===== src/rtl/multicycle_computer_controller_main_fsm.sv =====
// Main sequencing FSM of the multicycle computer controller.
// Walks each instruction through fetch/decode/execute and drives Moore-style
// datapath enables (MEM_READY also gates fetch and memory-access states).
// Counts retired instructions in INSTR_CNT (wraps modulo 2^CNT_W).
// Optional build macro: HALT_ON_UNDEF_EN -- op=11 parks the FSM in s14 (HALT)
// until reset; when undefined, op=11 retires as a NOP.
module multicycle_computer_controller_main_fsm #(
  parameter int unsigned CNT_W = 16
) (
  input  logic             clk,
  input  logic             reset,
  input  logic [31:0]      INSTRUCTION,
  input  logic [3:0]       FLAGS,
  input  logic             MEM_READY,
  output logic [3:0]       current_state,
  output logic             IRWrite,
  output logic             PCWrite,
  output logic             AdrSrc,
  output logic             MemWrite,
  output logic             RegWrite,
  output logic             LinkWrite,
  output logic             FlagWrite,
  output logic [1:0]       ALUSrcA,
  output logic [1:0]       ALUSrcB,
  output logic [1:0]       ResultSrc,
  output logic [CNT_W-1:0] INSTR_CNT
);

  localparam logic [3:0] S_FETCH    = 4'd0;
  localparam logic [3:0] S_DECODE   = 4'd1;
  localparam logic [3:0] S_MEMADR   = 4'd2;
  localparam logic [3:0] S_MEMREAD  = 4'd3;
  localparam logic [3:0] S_MEMWB    = 4'd4;
  localparam logic [3:0] S_MEMWRITE = 4'd5;
  localparam logic [3:0] S_EXECUTER = 4'd6;
  localparam logic [3:0] S_ALUWB    = 4'd7;
  localparam logic [3:0] S_EXECUTEI = 4'd8;
  localparam logic [3:0] S_BRANCH   = 4'd9;
  localparam logic [3:0] S_SHIFTEX  = 4'd10;
  localparam logic [3:0] S_SHIFTWB  = 4'd11;
  localparam logic [3:0] S_CMPR     = 4'd12;
  localparam logic [3:0] S_UNUSED   = 4'd13;
  localparam logic [3:0] S_HALT     = 4'd14;
  localparam logic [3:0] S_CMPI     = 4'd15;

  logic [3:0]       state_q, state_d;
  logic [CNT_W-1:0] cnt_q, cnt_d;

  logic [3:0] cond;
  logic [1:0] op;
  logic       i_bit;
  logic [3:0] cmd;
  logic       s_bit;
  logic       link_bit;
  logic       cond_ok;
  logic       unused_instr_bits;

  assign cond     = INSTRUCTION[31:28];
  assign op       = INSTRUCTION[27:26];
  assign i_bit    = INSTRUCTION[25];
  assign cmd      = INSTRUCTION[24:21];
  assign s_bit    = INSTRUCTION[20];
  assign link_bit = INSTRUCTION[24];
  assign unused_instr_bits = ^INSTRUCTION[19:0];

  // Condition-code check against the NZCV flags presented this cycle
  function automatic logic cond_pass(input logic [3:0] c, input logic [3:0] f);
    logic n, z, cf, v;
    logic r;
    n  = f[3];
    z  = f[2];
    cf = f[1];
    v  = f[0];
    case (c)
      4'b0000: r = z;
      4'b0001: r = !z;
      4'b0010: r = cf;
      4'b0011: r = !cf;
      4'b0100: r = n;
      4'b0101: r = !n;
      4'b0110: r = v;
      4'b0111: r = !v;
      4'b1000: r = cf && !z;
      4'b1001: r = !cf || z;
      4'b1010: r = (n == v);
      4'b1011: r = (n != v);
      4'b1100: r = !z && (n == v);
      4'b1101: r = z || (n != v);
      4'b1110: r = 1'b1;
      default: r = 1'b0;
    endcase
    return r;
  endfunction

  assign cond_ok = cond_pass(cond, FLAGS);

  // Next-state decode
  always_comb begin
    state_d = state_q;
    case (state_q)
      S_FETCH:  if (MEM_READY) state_d = S_DECODE;
      S_DECODE: begin
        if (!cond_ok) begin
          state_d = S_FETCH;
        end else begin
          case (op)
            2'b00: begin
              if (cmd[3:2] == 2'b10)              state_d = i_bit ? S_CMPI : S_CMPR;
              else if (cmd == 4'b1101 && !i_bit)  state_d = S_SHIFTEX;
              else                                state_d = i_bit ? S_EXECUTEI : S_EXECUTER;
            end
            2'b01:   state_d = S_MEMADR;
            2'b10:   state_d = S_BRANCH;
            default: begin
`ifdef HALT_ON_UNDEF_EN
              state_d = S_HALT;
`else
              state_d = S_FETCH;
`endif
            end
          endcase
        end
      end
      S_MEMADR:   state_d = s_bit ? S_MEMREAD : S_MEMWRITE;
      S_MEMREAD:  if (MEM_READY) state_d = S_MEMWB;
      S_MEMWRITE: if (MEM_READY) state_d = S_FETCH;
      S_EXECUTER: state_d = S_ALUWB;
      S_EXECUTEI: state_d = S_ALUWB;
      S_SHIFTEX:  state_d = S_SHIFTWB;
      S_HALT: begin
`ifdef HALT_ON_UNDEF_EN
        state_d = S_HALT;
`else
        state_d = S_FETCH;
`endif
      end
      default:    state_d = S_FETCH;
    endcase
  end

  // Retire count: every entry into FETCH from another state
  always_comb begin
    cnt_d = cnt_q;
    if (state_q != S_FETCH && state_d == S_FETCH) cnt_d = cnt_q + CNT_W'(1);
  end

  // State and counter registers
  always_ff @(posedge clk or posedge reset) begin
    if (reset) begin
      state_q <= S_FETCH;
      cnt_q   <= '0;
    end else begin
      state_q <= state_d;
      cnt_q   <= cnt_d;
    end
  end

  // Moore-style datapath enables (MEM_READY gates fetch writes)
  always_comb begin
    IRWrite   = 1'b0;
    PCWrite   = 1'b0;
    AdrSrc    = 1'b0;
    MemWrite  = 1'b0;
    RegWrite  = 1'b0;
    LinkWrite = 1'b0;
    FlagWrite = 1'b0;
    ALUSrcA   = 2'b00;
    ALUSrcB   = 2'b00;
    ResultSrc = 2'b00;
    case (state_q)
      S_FETCH: begin
        IRWrite   = MEM_READY;
        PCWrite   = MEM_READY;
        ALUSrcA   = 2'b01;
        ALUSrcB   = 2'b10;
        ResultSrc = 2'b10;
      end
      S_MEMADR:   ALUSrcB = 2'b01;
      S_MEMREAD:  AdrSrc  = 1'b1;
      S_MEMWB: begin
        RegWrite  = 1'b1;
        ResultSrc = 2'b01;
      end
      S_MEMWRITE: begin
        AdrSrc   = 1'b1;
        MemWrite = 1'b1;
      end
      S_EXECUTEI: ALUSrcB = 2'b01;
      S_ALUWB, S_SHIFTWB: begin
        RegWrite  = 1'b1;
        FlagWrite = s_bit;
      end
      S_CMPR:     FlagWrite = 1'b1;
      S_CMPI: begin
        ALUSrcB   = 2'b01;
        FlagWrite = 1'b1;
      end
      S_BRANCH: begin
        ALUSrcA   = 2'b01;
        ALUSrcB   = 2'b01;
        ResultSrc = 2'b10;
        PCWrite   = 1'b1;
        LinkWrite = link_bit;
      end
      default: ;
    endcase
  end

  assign current_state = state_q;
  assign INSTR_CNT     = cnt_q;

endmodule

===== config.mk =====
export PLATFORM = sky130hd
export DESIGN_NAME = multicycle_computer_controller_main_fsm
export DESIGN_NICKNAME = d
export VERILOG_FILES = /design/src/rtl/multicycle_computer_controller_main_fsm.sv
export SDC_FILE = /design/constraint.sdc
export NUM_CORES = 1
export LEC_CHECK = 0
export ABC_AREA = 1
export CORE_ASPECT_RATIO = 1.5
export CORE_UTILIZATION = 43
export DETAILED_ROUTE_END_ITERATION = 16
export GPL_ROUTABILITY_DRIVEN = 0
export PLACE_DENSITY = 0.92
export SYNTH_ARGS = -nofsm -noshare
export SYNTH_HDL_FRONTEND = slang
export SYNTH_SLANG_ARGS = --single-unit

===== constraint.sdc =====
create_clock -name clk -period 2.5 [get_ports clk]
set_clock_uncertainty 0.2 [all_clocks]
set_input_delay 0.5 -clock clk [delete_from_list [all_inputs] [get_ports clk]]
set_output_delay 0.5 -clock clk [all_outputs]
set_load 0.02 [all_outputs]

; After elaboration in Yosys (flattened, before gate mapping)
; Cells that the tools add are included.
; W data, S select, Z words.
[word_totals]
ff_bits = 20
inputBits = 39
out_inout_bits = 33
wordCells = 81
[classes]
n_addsub = 1
n_eq_ne = 33
mux = 22
n_reduce_logical = 23
[op_table]
columns = operator, count
row1 = $eq A4 B4 Y1 const B, 14
row2 = $eq A4 B3 Y1 const B, 8
row3 = $mux W4, 7
row4 = $pmux W4 S7, 1
row5 = $add A16 B1 Y16 const B, 1
row6 = $eq A4 B2 Y1 const B, 4
row7 = $pmux W1 S15, 1
row8 = $logic_not A4 Y1, 3
row9 = $pmux W4 S3, 1
row10 = $reduce_or A2 Y1, 5
row11 = $eq A4 B1 Y1 const B, 2
row12 = $pmux W2 S2, 2
row13 = $mux W1, 6
row14 = $logic_not A1 Y1, 5
row15 = $eq A2 B2 Y1 const B, 2
row16 = $logic_and A1 B1 Y1, 4
row17 = $pmux W1 S2, 2
row18 = $reduce_bool A4 Y1, 1
row19 = $reduce_or A4 Y1, 1
row20 = $mux W3, 1
row21 = $reduce_or A3 Y1, 1
row22 = $eq A2 B1 Y1 const B, 1
row23 = $logic_not A2 Y1, 1
row24 = $logic_or A1 B1 Y1, 2
row25 = 3 further kinds, 3

; Logic depth before layout (Yosys ltp)
[depth]
word_depth = 9
depth_mapped = 15
ltp_nobuf = 14

; Least setup slack after synthesis
; No wires, ideal clock.
[synth_timing]
path_kind = register -> register
start = reg state_q[1], in the netlist current_state[1]
end = reg cnt_q[9], in the netlist INSTR_CNT[9]
setup_time_ns = 0.118
t_arrival_ns = 1.748
t_required_ns = 2.182
path_slack_ns = 0.434
path_stages_with_launch = 14
n_path_buf = 1
period_less_slack_ns = 2.066
cell_sequence = dfrtp_1 > nand2_2 > inv_1 > nand2_1 > nand2_1 > nand2_1 > nand3_1 > nor3_1 > nand2_1 > nor2_2 > nand3_2 > buf_6 > nand2_1 > nand2_1
[synth_between]
elab_chain_len = 5
elab_cells_between_ends = 16
cone_classes = eq/ne (7) / mux (4) / reduce/logical (5)
[synth_lines]
columns = element, line_no
row1 = "start, declared", 46  ; logic [3:0] state_q, state_d;
row2 = "start signal, assigned", 153  ; state_q <= state_d;
row3 = $eq A4 B4 Y1 / $eq A4 B3 Y1 (equally long branches), 100  ; case (state_q)
row4 = $reduce_or A2 Y1 (no line), n/a
row5 = $pmux W4 S7 *, 100
row6 = named net state_d[0], 46
row7 = $logic_not A4 Y1 *, 144  ; if (state_q != S_FETCH && state_d == S_FETCH) cnt_d = cnt_q + CNT_W'(1);
row8 = $logic_and A1 B1 Y1 *, 144
row9 = "end signal, assigned", 154  ; cnt_q <= cnt_d;
row10 = "end, declared", 47  ; logic [CNT_W-1:0] cnt_q, cnt_d;
; Mark *: on every way through the listed nets, which the timed path passes. The rest lies on a longest branch.
; A chain may end at the register's enable or synchronous reset.

; Final worst setup path
[layout_timing]
start = reg state_q[2], in the netlist current_state[2]
end = out ALUSrcB[1]
[layout_between]
elab_chain_len = 3
elab_cells_between_ends = 7
cone_classes = eq/ne (4) / mux (1) / reduce/logical (2)
[layout_lines]
columns = element, line_no
row1 = $eq A4 B4 Y1 / $eq A4 B2 Y1 (equally long branches), 170  ; case (state_q)
row2 = $reduce_or A4 Y1 (no line), n/a
row3 = $pmux W2 S2 *, 170
row4 = "end, declared", 24  ; output logic [1:0] ALUSrcB,
; Every way passes the cells marked *; elsewhere a longest branch is shown, timed or not.

==> summary.md <==
| Metric | Value |
|---|---|
| Post-route clock period utilization | `0.975` |
| Synth area leader | `dfrtp_1` |
| Max Freq | `between 400 and 500 MHz` |
| Post-synthesis sequential area ratio | `0.292` |
| Unique masters post-synth | `36` |
| FILL cells | `slightly above 300` |
| Fin Setup TNS | `0 ns` |
| Worst skew pair latency | `roughly 0.26 ns` |
| Seq cells post-synth | `20` |
| Fraction of layout cells with a size suffix above 1 | `0.129` |
| Post-synth EDFFs | `0` |
| DP HPWL | `about 3.4 mm` |
| Final #Nets | `roughly 370` |
| Post-place instance area | `2320 um2` |
| Met2 usage | `0.435` |
| Most common cell in the synthesized netlist | `nand2_1` |
| CTS clk-pin slew, worst paths | `0.07 ns` |
| Global-route wire length before repair | `7.57 mm` |
| Wirelength per Cell | `around 14 um` |
| Prevailing post-synth register cell | `dfrtp_1` |
| Via count | `between 2000 and 2500` |
| DP Worst Slack | `-0.286 ns` |
| Pin count of the biggest net entering global routing | `21` |
| Pre-Repair DR Iteration Count | `4` |
| Post-Syn Area per Cell | `around 6.4 um2` |
| Status | `complete, no violations` |
| Starting Density | `0.457` |
| Die height | `79.4 um` |
| Critical path startpoint category | `register` |
| Synth area leaders | `dfrtp_1 (29%), nand2_1 (18%), inv_1 (7.2%)` |
| Inserted Clock Buffers | `3` |
| Hold Crit Class | `register to register` |
| Final min period | `roughly 2.4 ns` |
| CTS H-Tree Depth | `1` |
| Die area | `roughly 4300 um2` |
| Sinks on Clock Net | `20` |
| Critical Path AT | `between 1.5 and 2 ns` |
| PD cells | `921 nW/um2` |
| CP endpoint kind | `output pin` |
| Die Span X | `around 54 um` |
| Post-synth net total | `between 300 and 400` |
| Initial antenna violation count | `0` |
| Ant. Diodes | `0` |
| CP Class | `register to output pin` |
| Max Buffers Root-to-Sink | `2` |
| Warnings from Yosys | `0` |
| I/O pins | `72` |
| Top cell type's share of synthesized area | `0.292` |
| Worst vdd ir | `0.628 mV` |
| Routed Antenna Nets | `0` |
| Core Util, Final | `0.659` |
| Synth async-reset ratio | `1.00` |
| Setup WS post-layout | `about 0.063 ns` |
| Routing usage on met1 | `0.249` |
| Remaining global-route overflow | `0` |
| R2R Setup Slk | `0.24 ns` |
| Mapped Cells | `266` |
| Area grow syn2layout | `44.1%` |
| Seq. cell area | `just over 500 um2` |
| Area of the multi-input gates | `1060 um2` |
| M3 GR Usage | `0.0134` |
| Number of DRC markers in iteration 0 | `between 90 and 100` |
| Crit-path max FO | `5` |
| DRC | `0` |
| Vias in the first global route | `1841` |
| Endpoints failing setup | `0` |
| Worst EP required | `roughly 1.8 ns` |
| Hold Vio Cnt, Final | `0` |
| Post-Route WL | `5.18 mm` |
| PortBufs | `50` |
| Leakage | `around 1.3 nW` |
| CTS root buf | `clkbuf_8` |
| Commonest cells in the netlist | `nand2_1 (83), inv_1 (33), nor2_1 (25), nand3_1 (21), dfrtp_1 (20)` |
| GR peak layer | `met2` |
| Mapped Area | `about 1700 um2` |
| Final slew viol count | `0` |
| Design area | `2470 um2` |
| CTS tree | `done` |
| Core ar. | `between 3000 and 4000 um2` |
| Total GRT Usage | `0.231` |
| Vias/cell | `between 5 and 6` |
| Row count | `27` |
| Max Cap Viol | `0` |
-- worst paths after layout --
path / start / endpoint / cells past startpoint
worst max-delay path: current_state[2] / ALUSrcB[1] / 4
worst min-delay path: INSTR_CNT[13] / INSTR_CNT[13] / 2
worst max register to register: INSTR_CNT[3] / INSTR_CNT[13] / 9
worst min register to register: INSTR_CNT[13] / INSTR_CNT[13] / 2
max in group asynchronous: reset / current_state[1] / 3
min in group asynchronous: reset / current_state[3] / 3
-- layout make-up --
| class | instances | area share |
|---|---|---|
| clock buffers | 3 | 0.0167 |
| inverters | 38 | 0.0577 |
| multi-input cells | 202 | 0.431 |
| repair buffers | 62 | 0.270 |
| well taps | 43 | 0.0218 |
| flip-flops and latches | 20 | 0.203 |
-- logic make-up after synthesis --
logic type / after synthesis / synth area share
AOI/OAI and AO/OA: 12 / 0.0496
xor gates and xnor gates: 10 / 0.0511
adders and majority gates: 2 / 0.0146
buffers and inverters: 45 / 0.114
DFF: 20 / 0.292
other: 1 / 0.00219
and+or+nand+nor: 176 / 0.477
-- per-stage QoR --
| step | hold WS [ns] | power, W | std cells |
|---|---|---|---|
| after floorplan | 0.264 | 0.00134 | 266 |
| after global placement | 0.304 | 0.00183 | 362 |
| after detailed placement | 0.309 | 0.00187 | 362 |
| after CTS | 0.331 | 0.00208 | 365 |
| after global routing | 0.365 | 0.00240 | 368 |
| final | 0.332 | 0.00228 | 368 |
-- registers in the layout, indices dropped and copies added, names as in the netlist --
name	flops
INSTR_CNT	16
current_state	4
-- timing repair --
| item | in CTS | in global routing |
|---|---|---|
| gates resized for setup | 10 | 16 |
| endpoints found under the setup margin | 12 | 19 |
| setup buffers | 0 | 0 |
| cloned | 0 | 3 |
| hold buffers | 0 | 0 |
| pin swaps | 0 | 2 |
-- layout by cell type (no fill, tap or decap), types with 2 or more instances in the layout --
| cell type | count |
|---|---|
| buf_12 | 2 |
| ha_1 | 2 |
| dlygate4sd2_1 | 7 |
| buf_4 | 8 |
| dfrtp_2 | 2 |
| nand3_2 | 2 |
| nor2_4 | 4 |
| o21bai_1 | 2 |
| clkdlybuf4s50_1 | 33 |
| nand4_1 | 17 |
| nor2_1 | 25 |
| nand3_1 | 20 |
| nor3_2 | 2 |
| inv_2 | 4 |
| xor2_1 | 7 |
| nand2_1 | 82 |
| nor3_1 | 8 |
| clkbuf_8 | 3 |
| xnor2_1 | 3 |
| nor2_2 | 3 |
| nor4_1 | 3 |
| a21oi_1 | 2 |
| inv_1 | 33 |
| dfrtp_1 | 18 |
| clkbuf_16 | 2 |
| nand2_2 | 5 |
| dlymetal6s2s_1 | 10 |
-- per-layer routing --
layer | up-vias | share of wire
met5 | - | 0
met4 | 0 | 0.013
met3 | 4 | 0.052
met2 | 95 | 0.57
met1 | 938 | 0.37
li1 | 979 | -
-- worst max-delay path, stage by stage, from the launching register on --
cell and delay, ns:
dfrtp_1 0.46, nor2_4 0.20, nand2_4 0.10, inv_1 0.11, clkdlybuf4s50_1 0.61
-- report_power, final --
| group | switching, W | internal (W) |
|---|---|---|
| Clock | 0.000107 | 0.000107 |
| Sequential | 0.0000824 | 0.000381 |
| Combinational | 0.000962 | 0.000637 |
Note: power is estimated with default switching activity, not from simulation.
